==> src/rtl/codes_pdec_2to4_queue.sv <==
// codes_pdec_2to4_queue: 2-entry queue that decodes buffered binary codes to one-hot words.
// Optional macro CODES_PDEC_ZERO_EN adds in_zero; an entry stored with it set decodes to all-zero.
// Ports:
//   clk, reset        clock and synchronous active-high reset
//   in_, in_val       incoming code and its valid; in_rdy = room in the queue
//   out, out_val      one-hot decode of the head entry (zero when empty); out_rdy = consumer accepts
//   count             current occupancy 0..2
//   in_zero           (CODES_PDEC_ZERO_EN only) marks the encoder's "no request" case
module codes_pdec_2to4_queue #(
    parameter int NBITS = 2,
    parameter int DEPTH = 2
) (
    input  logic                clk,
    input  logic                reset,
    input  logic [NBITS-1:0]    in_,
    input  logic                in_val,
    output logic                in_rdy,
    output logic [2**NBITS-1:0] out,
    output logic                out_val,
    input  logic                out_rdy,
`ifdef CODES_PDEC_ZERO_EN
    input  logic                in_zero,
`endif
    output logic [1:0]          count
);
`ifdef CODES_PDEC_ZERO_EN
    localparam int EW = NBITS + 1;
`else
    localparam int EW = NBITS;
`endif
    logic [EW-1:0] mem_q [2];
    logic [EW-1:0] in_entry, head_entry;
    logic          head_q, head_d, tail_q, tail_d;
    logic [1:0]    count_q, count_d;
    logic          enq, deq, zero;
`ifdef CODES_PDEC_ZERO_EN
    assign in_entry = {in_zero, in_};
    assign zero     = head_entry[NBITS];
`else
    assign in_entry = in_;
    assign zero     = 1'b0;
`endif
    assign in_rdy     = count_q < 2'(DEPTH);
    assign out_val    = count_q != 2'd0;
    assign count      = count_q;
    assign enq        = in_val && in_rdy;
    assign deq        = out_val && out_rdy;
    assign head_entry = mem_q[head_q];
    assign out        = (out_val && !zero) ? (2**NBITS)'(1) << head_entry[NBITS-1:0] : '0;
    always_comb begin
        head_d  = deq ? ~head_q : head_q;
        tail_d  = enq ? ~tail_q : tail_q;
        count_d = count_q + 2'(enq) - 2'(deq);
    end
    always_ff @(posedge clk) begin
        if (reset) begin
            head_q  <= 1'b0;
            tail_q  <= 1'b0;
            count_q <= 2'd0;
        end else begin
            head_q  <= head_d;
            tail_q  <= tail_d;
            count_q <= count_d;
        end
    end
    // Storage needs no reset: it is only observed through out, which is gated by count.
    always_ff @(posedge clk) begin
        if (!reset && enq) mem_q[tail_q] <= in_entry;
    end
endmodule

==> config.mk <==
export PLATFORM = sky130hd
export DESIGN_NAME = codes_pdec_2to4_queue
export DESIGN_NICKNAME = d
export VERILOG_FILES = /design/src/rtl/codes_pdec_2to4_queue.sv
export SDC_FILE = /design/constraint.sdc
export NUM_CORES = 1
export LEC_CHECK = 0
export ABC_AREA = 1
export CORE_AREA = 2 2 39 41
export CTS_BUF_LIST = sky130_fd_sc_hd__clkbuf_8
export CTS_CLUSTER_DIAMETER = 40
export DETAILED_ROUTE_END_ITERATION = 16
export DIE_AREA = 0 0 41 43
export PLACE_DENSITY_LB_ADDON = 0.15
export SYNTH_ARGS = -nofsm -noshare
export SYNTH_HDL_FRONTEND = slang
export SYNTH_SLANG_ARGS = --single-unit
==> constraint.sdc <==
create_clock -name clk -period 3.1 [get_ports clk]
set_input_delay 0.31 -clock clk [delete_from_list [all_inputs] [get_ports clk]]
set_output_delay 0.31 -clock clk [all_outputs]
set_load 0.03 [all_outputs]
==> metrics.txt <==
status=finished, final reports clean; final setup vio count=0; utilization of the core after routing=0.448; Register-to-Register Path Depth=9; routed wire length=752 um; # port buffers=13; Slew Limit Headroom=0.766; Fin Hold WS=469 ps; sum of negative setup slack=0 ps; antenna diode instance count=0; sequential area share after synthesis=0.519; share of the cycle needed by the critical path after routing=0.658; clock sink count=9; total standard cell area after synthesis=424 um2; number of distinct library cells after synthesis=16; detailed-routing iteration count for the pre-antenna-repair pass=4; area of combinational cells with multiple inputs=166 um2; synth top area cells=sky130_fd_sc_hd__edfxtp_1 28%, sky130_fd_sc_hd__dfxtp_1 24%, sky130_fd_sc_hd__nand2_1 7.1%; total of fill cells in the finished design=154; Die Height=43 um; critical path data required time=2790 ps; number of buffers created by CTS=3; Routed wire per std cell=9.06 um; power consumption=0.593 mW; number of H-tree levels=1; clock slew at the register clock pins of the worst setup and hold paths=40 ps; number of top-level design ports=14; maximum net fanout on the critical path=3; end of the worst register-to-register path=count[1]; count of synthesis-stage warnings from yosys=0; final weighted congestion in routability-driven placement=0.706; clock latency on the worst-skew pair=230 ps; number of violations reported at the end of detailed-routing iteration 0=4; critical path startpoint category=register; count of unresolved DRC violations after routing=0; hold buffers post-CTS=0; Synth Register Bits=9; count of final hold-check violations=0; WP data arrival=1730 ps; fraction of layout instances using a drive strength above 1=0.134; wire length of the first global-routing pass=1240 um; footprint of the flip-flops and latches=220 um2; RSZ-0062 raised after global routing=false; peak ir drop on the vdd network=0.418 mV; layout overhead on the synthesized area=46.0%; Post-Route Skew=2.36 ps; fraction of post-synthesis cell area in the top cell type by area=0.283; type of the most critical hold path=register to register; count of buffers added by post-CTS timing repair for setup=0; via count of the first global-routing pass=320; placeable core region=1380 um2; TritonCTS clock tree=built; number of standard-cell rows in the floorplan=14; clock root buffer=sky130_fd_sc_hd__clkbuf_8; DP HPWL=566 um; die width=41 um; maximum number of pins on one net before global-route repair=6; Synth Net Count=57; Max Freq=0.490 GHz; Synth area leader=sky130_fd_sc_hd__edfxtp_1; global-route usage over all layers=0.112; Reg2Reg Launch Point=count[0]; die area=1760 um2; Critical Path End=out[2]; kind of end point of the critical path=primary output; initial core utilization=0.307; post-route ant nets=0; Post-Synthesis Mean Instance Area=8.48 um2; vias after detailed routing=349; register-to-register setup slack=1820 ps; number of pins exceeding their max-slew limit in the final report=0; slew at the pin with the worst max-slew slack=349 ps; number of nets in the finished design=75; maximum root-to-sink buffer count=2; number of cells upsized or downsized after cts=0; sum of overflow across all layers after global routing=0; max-cap violations=0; Crit Path Category=register to primary output; post-layout min period=2040 ps; power density of the placed cells=958 nW/um2; vias per std cell=4.20; antenna violations before repair=0; cell count after synthesis=50; static power due to leakage=0.263 nW
worst min path at each step:
stage / start / end / slack (ps) / cells after the start
after floorplan: reset / tail_q / 380 / 1
after global placement: tail_q / tail_q / 450 / 2
after detailed placement: tail_q / tail_q / 460 / 2
after CTS: tail_q / tail_q / 470 / 2
after global routing: tail_q / tail_q / 490 / 2
final: tail_q / tail_q / 470 / 2
cell usage after synthesis (all sizes together):
cell    number
or2          1
nand3        3
edfxtp       4
xor2         1
dfxtp        5
nand4        1
nor2         7
nand2       10
nor3         1
inv         10
ha           1
a21oi        4
o21ai        2
routing by layer:
metal / GRT usage / share of wire / vias up
met4: 0.100 / 0.011 / 0
met2: 0.156 / 0.49 / 9
li1: - / - / 192
met1: 0.130 / 0.44 / 146
met5: 0 / 0 / -
met3: 0.0314 / 0.053 / 2
power breakdown:
| group | leakage, nW | internal, mW | switching [mW] |
|---|---|---|---|
| clock network | 0.0269 | 0.0858 | 0.0413 |
| registers | 0.0779 | 0.151 | 0.0179 |
| logic | 0.158 | 0.116 | 0.182 |
worst max-delay path, stage by stage (launching register included):
cell                              delay [ps]
sky130_fd_sc_hd__dfxtp_1                 370
sky130_fd_sc_hd__inv_2                    50
sky130_fd_sc_hd__or2_1                   210
sky130_fd_sc_hd__o21ai_2                  80
sky130_fd_sc_hd__inv_2                    50
sky130_fd_sc_hd__nor2_1                   80
sky130_fd_sc_hd__clkdlybuf4s50_1         670
placed cells by master (no fill, tap or decap), drive strengths merged:
cell,n
a21oi,4
clkbuf,3
clkdlybuf4s50,13
dfxtp,5
edfxtp,4
ha,1
inv,11
nand2,10
nand3,3
nand4,1
nor2,7
nor3,1
o21ai,2
or2,1
xor2,1
kinds of logic (layout without fill, tap and decap cells):
| group | after synthesis | after routing | share of synthesized area |
|---|---|---|---|
| buf+inv | 10 | 27 | 0.0885 |
| compound gates | 6 | 6 | 0.0796 |
| fa+ha+maj | 1 | 1 | 0.0295 |
| flops | 9 | 9 | 0.519 |
| xor+xnor | 1 | 1 | 0.0207 |
| simple gates | 23 | 23 | 0.263 |
area by class of cell:
type                    count  share of cell area
clock inverters             1             0.00606
repair buffers             13               0.210
clock buffers               3              0.0667
multi-input cells          31               0.269
inverters                  10              0.0606
flip-flops and latches      9               0.356
well taps                  16              0.0323
per-stage QoR:
| step | setup slack (ps) | cells | area (um2) |
|---|---|---|---|
| after floorplan | 1360 | 50 | 424 |
| after global placement | 1290 | 79 | 574 |
| after detailed placement | 1280 | 79 | 574 |
| after CTS | 1040 | 83 | 619 |
| after global routing | 955 | 83 | 619 |
| final | 1060 | 83 | 619 |
Note: power is estimated with default switching activity, not from simulation.
